$ cat src/rtl/soc_pio_pkg.sv
`default_nettype none
// soc_pio_pkg -- register map, edge-mode encodings and pulse FSM state for soc_pio_ctrl.
// Rev 1.0
package soc_pio_pkg;

  localparam logic [2:0] ADDR_DATA     = 3'd0;
  localparam logic [2:0] ADDR_INPUT    = 3'd1;
  localparam logic [2:0] ADDR_IRQ_MASK = 3'd2;
  localparam logic [2:0] ADDR_EDGE_CAP = 3'd3;
  localparam logic [2:0] ADDR_OUTSET   = 3'd4;
  localparam logic [2:0] ADDR_OUTCLR   = 3'd5;
  localparam logic [2:0] ADDR_OUTTGL   = 3'd6;
  localparam logic [2:0] ADDR_PULSE    = 3'd7;

  localparam int EDGE_RISE = 0;
  localparam int EDGE_FALL = 1;
  localparam int EDGE_ANY  = 2;

  localparam int PULSE_CNT_W = 16;

  typedef enum logic [0:0] {
    IDLE   = 1'b0,
    ACTIVE = 1'b1
  } pulse_state_e;

endpackage
`default_nettype wire

$ cat src/rtl/soc_pio_pulse.sv
`default_nettype none
// soc_pio_pulse -- retriggerable one-shot: holds pulse bits high for PULSE_CYCLES clocks.
// Rev 1.0
module soc_pio_pulse
  import soc_pio_pkg::*;
#(
  parameter int WIDTH        = 8,
  parameter int PULSE_CYCLES = 16
) (
  input  logic             clk,
  input  logic             reset_n,
  input  logic             start_i,
  input  logic [WIDTH-1:0] wd_i,
  output logic [WIDTH-1:0] pulse_bits_o,
  output logic             busy_o
);

  localparam logic [PULSE_CNT_W-1:0] c_reload = 16'(PULSE_CYCLES - 1);

  pulse_state_e           state_q, state_d;
  logic [PULSE_CNT_W-1:0] cnt_q, cnt_d;
  logic [WIDTH-1:0]       bits_q, bits_d;
  logic                   load;

  always_ff @(posedge clk or negedge reset_n) begin
    if (!reset_n) begin
      state_q <= IDLE;
      cnt_q   <= '0;
      bits_q  <= '0;
    end else begin
      state_q <= state_d;
      cnt_q   <= cnt_d;
      bits_q  <= bits_d;
    end
  end

  // Loading with cnt = PULSE_CYCLES-1 and clearing on cnt==0 gives exactly PULSE_CYCLES high cycles.
  always_comb begin
    state_d = state_q;
    cnt_d   = cnt_q;
    bits_d  = bits_q;
    load    = start_i && (wd_i != '0);
    case (state_q)
      IDLE: begin
        if (load) begin
          bits_d  = wd_i;
          cnt_d   = c_reload;
          state_d = ACTIVE;
        end
      end
      ACTIVE: begin
        if (load) begin
          bits_d = bits_q | wd_i;
          cnt_d  = c_reload;
        end else if (cnt_q == '0) begin
          bits_d  = '0;
          state_d = IDLE;
        end else begin
          cnt_d = cnt_q - 16'd1;
        end
      end
      default: state_d = IDLE;
    endcase
  end

  always_comb begin
    busy_o       = (state_q == ACTIVE);
    pulse_bits_o = bits_q;
  end

endmodule
`default_nettype wire

$ cat src/rtl/soc_pio_ctrl.sv
`default_nettype none
// soc_pio_ctrl -- Avalon-MM GPIO: out reg with set/clr/tgl, edge-capture irq, optional pulse
// generator enabled by SOC_PIO_PULSE_EN. Rev 1.0
module soc_pio_ctrl
  import soc_pio_pkg::*;
#(
  parameter int               WIDTH        = 8,
  parameter logic [WIDTH-1:0] RESET_VALUE  = '0,
  parameter int               EDGE_TYPE    = 0,
  parameter int               PULSE_CYCLES = 16
) (
  input  logic             clk,
  input  logic             reset_n,
  input  logic [2:0]       address,
  input  logic             chipselect,
  input  logic             read,
  input  logic             write_n,
  input  logic [31:0]      writedata,
  output logic [31:0]      readdata,
  input  logic [WIDTH-1:0] in_port,
  output logic [WIDTH-1:0] out_port,
  output logic             irq
);

  logic             wr, rd;
  logic [WIDTH-1:0] wd;
  logic [WIDTH-1:0] s1_q, s2_q, s3_q, edge_ev;
  logic [WIDTH-1:0] out_reg_q, out_reg_d;
  logic [WIDTH-1:0] irq_mask_q, irq_mask_d;
  logic [WIDTH-1:0] edge_cap_q, edge_cap_d;
  logic [31:0]      readdata_q, readdata_d, pulse_rd;
  logic             irq_q, irq_d;

  assign wr = chipselect & ~write_n;
  assign rd = chipselect & read;
  assign wd = writedata[WIDTH-1:0];

  if (WIDTH < 32) begin : g_wd_unused
    logic w_unused_wd;
    assign w_unused_wd = ^writedata[31:WIDTH];
  end

  if (EDGE_TYPE == EDGE_FALL) begin : g_edge_fall
    assign edge_ev = ~s2_q & s3_q;
  end else if (EDGE_TYPE == EDGE_ANY) begin : g_edge_any
    assign edge_ev = s2_q ^ s3_q;
  end else begin : g_edge_rise
    assign edge_ev = s2_q & ~s3_q;
  end

`ifdef SOC_PIO_PULSE_EN
  logic [WIDTH-1:0] pulse_bits;
  logic             busy;
  logic [15:0]      pulse_lo;

  soc_pio_pulse #(
    .WIDTH        (WIDTH),
    .PULSE_CYCLES (PULSE_CYCLES)
  ) u_pulse (
    .clk          (clk),
    .reset_n      (reset_n),
    .start_i      (wr && (address == ADDR_PULSE)),
    .wd_i         (wd),
    .pulse_bits_o (pulse_bits),
    .busy_o       (busy)
  );

  if (WIDTH > 16) begin : g_plo_wide
    assign pulse_lo = pulse_bits[15:0];
  end else begin : g_plo_narrow
    assign pulse_lo = 16'(pulse_bits);
  end

  assign pulse_rd = {15'b0, busy, pulse_lo};
  assign out_port = out_reg_q | pulse_bits;
`else
  assign pulse_rd = '0;
  assign out_port = out_reg_q;
`endif

  // Clear is applied before the OR so a same-cycle edge event survives a W1C.
  always_comb begin
    out_reg_d  = out_reg_q;
    irq_mask_d = irq_mask_q;
    edge_cap_d = edge_cap_q | edge_ev;
    if (wr) begin
      case (address)
        ADDR_DATA:     out_reg_d  = wd;
        ADDR_IRQ_MASK: irq_mask_d = wd;
        ADDR_EDGE_CAP: edge_cap_d = (edge_cap_q & ~wd) | edge_ev;
        ADDR_OUTSET:   out_reg_d  = out_reg_q | wd;
        ADDR_OUTCLR:   out_reg_d  = out_reg_q & ~wd;
        ADDR_OUTTGL:   out_reg_d  = out_reg_q ^ wd;
        default:       ;
      endcase
    end
  end

  always_comb begin
    readdata_d = '0;
    case (address)
      ADDR_DATA:     readdata_d = 32'(out_reg_q);
      ADDR_INPUT:    readdata_d = 32'(s2_q);
      ADDR_IRQ_MASK: readdata_d = 32'(irq_mask_q);
      ADDR_EDGE_CAP: readdata_d = 32'(edge_cap_q);
      ADDR_PULSE:    readdata_d = pulse_rd;
      default:       readdata_d = '0;
    endcase
  end

  assign irq_d = |(edge_cap_q & irq_mask_q);

  always_ff @(posedge clk or negedge reset_n) begin
    if (!reset_n) begin
      s1_q       <= '0;
      s2_q       <= '0;
      s3_q       <= '0;
      out_reg_q  <= RESET_VALUE;
      irq_mask_q <= '0;
      edge_cap_q <= '0;
      readdata_q <= '0;
      irq_q      <= 1'b0;
    end else begin
      s1_q       <= in_port;
      s2_q       <= s1_q;
      s3_q       <= s2_q;
      out_reg_q  <= out_reg_d;
      irq_mask_q <= irq_mask_d;
      edge_cap_q <= edge_cap_d;
      irq_q      <= irq_d;
      if (rd) begin
        readdata_q <= readdata_d;
      end
    end
  end

  assign readdata = readdata_q;
  assign irq      = irq_q;

endmodule
`default_nettype wire
$ cat config.mk
export PLATFORM = sky130hd
export DESIGN_NAME = soc_pio_ctrl
export DESIGN_NICKNAME = d
export VERILOG_FILES = /design/src/rtl/soc_pio_pkg.sv /design/src/rtl/soc_pio_pulse.sv /design/src/rtl/soc_pio_ctrl.sv
export SDC_FILE = /design/constraint.sdc
export NUM_CORES = 1
export LEC_CHECK = 0
export ABC_AREA = 1
export BUFFER_PORTS_ARGS = -buffer_cell sky130_fd_sc_hd__buf_2
export CAP_MARGIN = 20
export CORE_ASPECT_RATIO = 1.25
export CORE_UTILIZATION = 43
export DETAILED_ROUTE_END_ITERATION = 6
export PLACE_DENSITY = 0.78
export SLEW_MARGIN = 0
export SYNTH_ARGS = -nofsm -noshare
export SYNTH_HDL_FRONTEND = slang
export SYNTH_SLANG_ARGS = --single-unit
$ cat constraint.sdc
create_clock -name clk -period 1.4 [get_ports clk]
set_input_delay 0.07 -clock clk [delete_from_list [all_inputs] [get_ports clk]]
set_output_delay 0.07 -clock clk [all_outputs]
set_load 0.01 [all_outputs]
==> results_dict.tcl, run 1 <==
set metrics [dict create \
    critPathRequiredTime_ns 1.61 \
    clock-sinks 57 \
    syn2layout_area_growth_pct 13.82 \
    maxCapViolCount 0 \
    grt_pass1_wl_mm 10.48 \
    cts-root-buf "clkbuf_8" \
    seq_power_share 0.483 \
    cts_resized 0 \
    diodes 0 \
    placed_area_sq_um 3244 \
    clockBufferDepth 2 \
    rr_worst_depth 6 \
    drc 0 \
    cpPeakStageDelay_ns 0.43 \
    final_cell_area_sq_um 3515 \
    run_status "completed" \
    yosysWarnings 0 \
    cts_tree "done" \
    slowest_stage "dfrtp_1" \
    setup_violations 0 \
    die_x_um 77.80 \
    synth_fa_ha_area_frac 0.06483 \
    portBuffers 40 \
    min_period_over_period 0.8704 \
    p_sw_frac 0.3062 \
    io_pins 89 \
    yosys.area_share.simple 0.2674 \
    slew_viol_final 0 \
    holdPathStages 5 \
    fmax_mhz 820.6 \
    fin_crit_ns 1.219 \
    p_sw_mw 1.258 \
    drtAntennaViolNets 0 \
    cp.arrival_ns 1.43 \
    die_h_um 96.75 \
    startpoint_type "flop" \
    fp.coreArea_sq_um 6934 \
    dieArea_sq_um 7526 \
    finalHoldViolCount 0 \
    leakage_nw 1.778 \
    skew_ns 0.008297 \
    gp_congestion 0.7952 \
    syn_area_per_cell_sq_um 9.136 \
    synth_mux_area_frac 0 \
    grt_max_degree 58 \
    min_path_type "input port to flop" \
    reg2reg_from "out_port[5]" \
    dr_total_vias 2434 \
    fin_ws_ns 0.1814 \
    post_cts_buffers 0 \
    wirelength_mm 6.388 \
    power_frac_clock 0.334 \
    crit_path_cell_trace "inv_1, ha_1, nand4_1, nand4_1, nand2_1, nand2_1" \
    comb_power_share 0.183 \
    syn_area_sq_um 3088 \
    insertion_delay_ns 0.33 \
    clk_pin_slew_ns 0.07 \
    initial_utilization 0.4453 \
    holdPathEnd "out_port[3]" \
    worst_r2r_endpoint "out_port[5]" \
    synth_cell_type_count 25 \
    gr-usage-all-layers 0.1814 \
    synth_compound_area_frac 0.06280 \
    rows 34 \
    viasPerCell 5.092 \
    path_max_fanout 5 \
    grt_pass1_vias 2210 \
    place_hpwl_mm 4.422 \
    post_drt_wl_per_cell_um 13.36 \
    worst-r2r-setup-slack_ns 0.18 \
    vdd_ir_drop_max_v 0.0005439 \
    nNetsFinal 448 \
    htreeDepth 3 \
    drt_iter0_markers 272 \
    drive_gt1_frac 0.1933 \
    rsz0062_at_grt "false" \
    yosys.area_share.xor_xnor 0 \
    ctsHoldBuffers 9 \
    synthCells 338 \
    p_int_mw 2.850 \
    hp-start "writedata[3]" \
    path_class "flop to flop" \
    p_per_area_nw_per_um2 1169 \
    timing.critical_path.to_type "flop" \
    synth_top_family_by_area "simple AND/OR/NAND/NOR gates" \
    overflow 0 \
    finalPower_mw 4.108 \
    ys_ff_latch 57 \
    antenna_found_initial 0 \
    setup_tns_ns 0 \
    pre_cts_slack_ns 0.05378 \
    ys_seq_area_frac 0.4619 \
    drt_first_pass_iters 4 \
    cts_made_buffers 9 \
]
## cells by family (layout without fill, tap and decap cells)
family / count (synthesis) / count (layout)
other cells: 1 / 24
flops: 57 / 57
simple gates: 153 / 153
buf+inv: 76 / 103
compound gates: 35 / 35
fa+ha+maj: 16 / 16
## how the worst max path moves through the flow
stage / start / endpoint / slack (ns)
floorplan: out_port[6] / out_port[6] / 0.28
global placement: address[1] / out_port[5] / 0.10
detailed placement: address[1] / out_port[7] / 0.05
CTS: out_port[5] / out_port[5] / 0.18
global route: out_port[6] / out_port[6] / 0.09
finish: out_port[5] / out_port[5] / 0.18
## routing by layer
| metal | up-vias | GRT usage | share of wire |
|---|---|---|---|
| li1 | 1187 | - | - |
| met1 | 1148 | 0.2164 | 0.42 |
| met2 | 85 | 0.2880 | 0.49 |
| met3 | 14 | 0.05472 | 0.054 |
| met4 | 0 | 0.1030 | 0.034 |
| met5 | - | 0 | 0 |
## power by group through the flow
stage | sequential [mW] | clock, mW | combinational (mW)
detailed placement | 2.01 | 0 | 0.732
finish | 1.98 | 1.37 | 0.752
global placement | 2.00 | 0 | 0.706
global route | 2.00 | 1.51 | 0.845
CTS | 1.98 | 1.42 | 0.758
floorplan | 2.01 | 0 | 0.497
## final cells by class
cell class / count / area (sq um)
Inverter: 34 / 132.6
Timing Repair Buffer: 54 / 352.8
Clock buffer: 11 / 151.4
Multi-Input combinational cell: 228 / 1310
Fill cell: 651 / 3420
Clock inverter: 4 / 28.78
Sequential cell: 57 / 1426
Tap cell: 90 / 112.6
## critical path: cells and delay by family, from the launching register on
kind,cells,cell delay [ns]
adder cells (fa/ha/maj),1,0.27
buffers and inverters,1,0.06
AND/OR/NAND/NOR,4,0.34
flip-flops,1,0.43
## cell usage after synthesis (all sizes together)
master	n	area share
o21ai	32	0.052
inv	34	0.043
nand3	12	0.024
ha	16	0.065
conb	1	0.0012
nand3b	8	0.019
nand2	65	0.081
nand4	50	0.11
a21oi	1	0.0053
clkbuf	1	0.0012
a221oi	2	0.0057
dfrtp	57	0.46
buf	41	0.098
nor2	18	0.031
## through the flow
step           utilization  cells  hold WS [ns]
2_1_floorplan            -    361       -0.2256
3_3_place_gp        0.4679    454       0.09291
3_5_place_dp        0.4679    454       0.09631
4_1_cts             0.5069    478       0.06985
5_1_grt             0.5069    478       0.08595
6_report            0.5069    478       0.08478
## sequential cells by signal, indices dropped and copies added, names as in the netlist
| register | cells |
|---|---|
| irq_mask_q | 8 |
| s3_q | 8 |
| edge_cap_q | 8 |
| s2_q | 8 |
| s1_q | 8 |
| irq | 1 |
| readdata | 8 |
| out_port | 8 |
## layout by cell type (no fill, tap or decap), types with 2 or more instances in the layout
| cell | n |
|---|---|
| nand3_2 | 3 |
| buf_2 | 40 |
| o21ai_0 | 31 |
| nand3_1 | 9 |
| nand4_4 | 2 |
| inv_1 | 30 |
| nand2_1 | 64 |
| buf_4 | 3 |
| buf_12 | 2 |
| nand3b_1 | 8 |
| dfrtp_1 | 57 |
| conb_1 | 24 |
| nand4_1 | 48 |
| nor2_2 | 2 |
| dlygate4sd3_1 | 9 |
| nor2_1 | 14 |
| inv_2 | 2 |
| clkinvlp_4 | 2 |
| ha_1 | 16 |
| clkbuf_8 | 11 |
| a221oi_1 | 2 |
| inv_4 | 2 |
No activity file was read; power rests on OpenSTA's default activity.
==> inputs of run 2 (changes only) <==
ABC_AREA = default   (was 1)
BUFFER_PORTS_ARGS = default   (was -buffer_cell sky130_fd_sc_hd__buf_2)
CORE_UTILIZATION = 50   (was 43)
DONT_BUFFER_PORTS = 1   (was default)
PLACE_DENSITY = 0.75   (was 0.78)
==> run 2 against run 1 <==
The flow now finishes with violations (design-rule violations). Cell area shrank 1.6%. Clock power grew 10%. Sequential power grew 2%. Wire length shrank 7.1%. First-iteration DRC count shrank 46%. Die area shrank 18%. Global-route usage grew 2.6 points. Core utilization grew 12 points. Non-clock buffer count shrank 11. Worst setup slack lost 0.14 ns. Cell count shrank 24%. Worst hold slack lost 0.074 ns.
==> results_dict.tcl, run 2 <==
set metrics [dict create \
    insertion_delay_ns 0.34 \
    p_sw_mw 1.291 \
    cp.arrival_ns 1.58 \
    synth_top_area_cell "dfrtp_1" \
    ys_top_cells_by_count "57 x dfrtp_1, 25 x inv_1, 24 x buf_4" \
    clk_pin_slew_ns 0.07 \
    fp.coreArea_sq_um 5555 \
    drive_gt1_frac 0.2315 \
    vdd_ir_drop_max_v 0.0006013 \
    reg2reg_from "out_port[2]" \
    overflow 0 \
    syn2layout_area_growth_pct 17.82 \
    p_int_mw 3.138 \
    hp-start "address[2]" \
    clockBufferDepth 2 \
    timing.critical_path.to_type "flop" \
    yosysWarnings 0 \
    synth_flop_cell "dfrtp_1" \
    gr-usage-all-layers 0.2079 \
    fin_crit_ns 1.357 \
    power_frac_clock 0.341 \
    synth-edff-count 0 \
    die_h_um 87.67 \
    mostFrequentLayoutCells "56 x dfrtp_1, 24 x conb_1, 23 x dlygate4sd3_1" \
    maxCapViolCount 0 \
    min_period_over_period 0.9693 \
    placed_cells 313 \
    initial_utilization 0.5284 \
    cts_made_buffers 9 \
    slew_viol_final 0 \
    crit_path_cell_trace "buf_4, mux4_2, a22o_1" \
    diodes 0 \
    drtAntennaViolNets 0 \
    post_drt_wl_per_cell_um 16.39 \
    io_pins 89 \
    drc 13 \
    place_hpwl_mm 3.615 \
    multi_input_area_sq_um 1261 \
    p_per_area_nw_per_um2 1281 \
    path_max_fanout 4 \
    async_reset_ff_frac 1.000 \
    rows 30 \
    drt_first_pass_iters 6 \
    dr_total_vias 1951 \
    finalPower_mw 4.429 \
    dieArea_sq_um 6183 \
    leakage_nw 1.599 \
    worst_r2r_endpoint "readdata[2]" \
    ys_seq_area_frac 0.4859 \
    finalHoldViolCount 0 \
    synthCells 250 \
    ys_ff_latch 57 \
    clock-sinks 57 \
    worst_hold_slack_ns 0.01048 \
    critPathRequiredTime_ns 1.62 \
    synth.most_common_cell "dfrtp_1" \
    path_class "flop to flop" \
    antenna_found_initial 0 \
    skew_ns 0.009252 \
    cpPeakStageDelay_ns 0.47 \
    layout_commonest_cell "dfrtp_1" \
    fill_cells 450 \
    syn_area_per_cell_sq_um 11.74 \
    comb_power_share 0.203 \
    p_sw_frac 0.2916 \
    finalNonFillerCells 362 \
    min_path_type "input port to flop" \
    cts_tree "done" \
    fmax_mhz 736.9 \
    gp_congestion 0.7811 \
    wirelength_mm 5.932 \
    die_x_um 70.53 \
    cts-root-buf "clkbuf_8" \
    grt_max_degree 58 \
    startpoint_type "flop" \
    drt_iter0_markers 148 \
    synth_cell_type_count 33 \
    grt_pass1_vias 1917 \
    yosysTopAreaCellShare 0.4859 \
    violations "design-rule violations" \
    seq_power_share 0.456 \
    htreeDepth 3 \
    syn_area_sq_um 2935 \
    rr_worst_depth 3 \
    holdPathEnd "edge_cap_q[1]" \
    yosys-top-cells-area "dfrtp_1 49%, ha_1 6.8%, buf_4 6.1%, mux4_2 5.4%, a22o_1 4.8%" \
    run_status "complete, but fails checks" \
    regArea_sq_um 1428 \
    slowest_stage "mux4_2" \
    holdPathStages 3 \
    setup_tns_ns 0 \
    nNetsFinal 357 \
    worst-r2r-setup-slack_ns 0.04 \
    setup_violations 0 \
    grt_pass1_wl_mm 9.515 \
    viasPerCell 5.390 \
    portBuffers 0 \
]
==> run 2: how the worst max path moves through the flow <==
stage | start | endpoint | slack [ns] | cells after the start
floorplan | out_port[2] | out_port[2] | 0.15 | 6
global placement | out_port[2] | out_port[2] | 0.11 | 6
detailed placement | out_port[2] | out_port[2] | 0.08 | 6
CTS | out_port[2] | out_port[2] | 0.04 | 6
global route | out_port[0] | out_port[0] | -0.05 | 6
finish | out_port[2] | readdata[2] | 0.04 | 3
==> run 2: logic make-up after synthesis <==
group                      after synthesis  synth area share
adders and majority gates               17           0.07204
DFF                                     57            0.4859
other                                    1          0.001278
and+or+nand+nor                         50           0.09591
buffers and inverters                   59            0.1257
muxes                                   13           0.07971
AOI/OAI and AO/OA                       53            0.1394
==> run 2: area by class of cell <==
class,instances,share of cell area
clock inverters,7,0.02062
multi-input cells,157,0.3647
inverters,25,0.02713
well taps,64,0.02315
repair buffers,43,0.1158
clock buffers,9,0.03582
flip-flops and latches,57,0.4128
==> run 2: power groups by stage <==
stage	Clock, mW	Combinational (mW)	Sequential (mW)
global placement	0	0.610	2.05
detailed placement	0	0.643	2.06
finish	1.51	0.901	2.02
floorplan	0	0.548	2.02
global route	1.61	1.00	2.05
CTS	1.54	0.746	2.03
==> run 2: repair_timing <==
item                                    CTS  global route
hold buffers                             24             0
resized for setup                         0            20
endpoints found under the setup margin    0             6
buffers inserted                          0             9
endpoints found under the hold margin    90             0
==> run 2: metal layers <==
metal,wire length [um],global-route usage
met5,0,0
met4,164,0.1382
met3,234,0.04718
met2,3034,0.3363
met1,2499,0.2523
==> run 2: metrics by stage <==
step / worst slack (ns) / cell area, sq um / utilization
after floorplan: 0.1544 / 3022 / -
after CTS: 0.04365 / 3354 / 0.6038
final: 0.04300 / 3458 / 0.6225
after detailed placement: 0.08141 / 2902 / 0.5223
after global routing: -0.05011 / 3458 / 0.6225
after global placement: 0.1086 / 2902 / 0.5223
==> run 2: critical path: cells and delay by family, from the launching register on <==
family	cells	cell delay, ns
mux	1	0.47
buf+inv	1	0.15
compound gates	1	0.21
flops	1	0.42
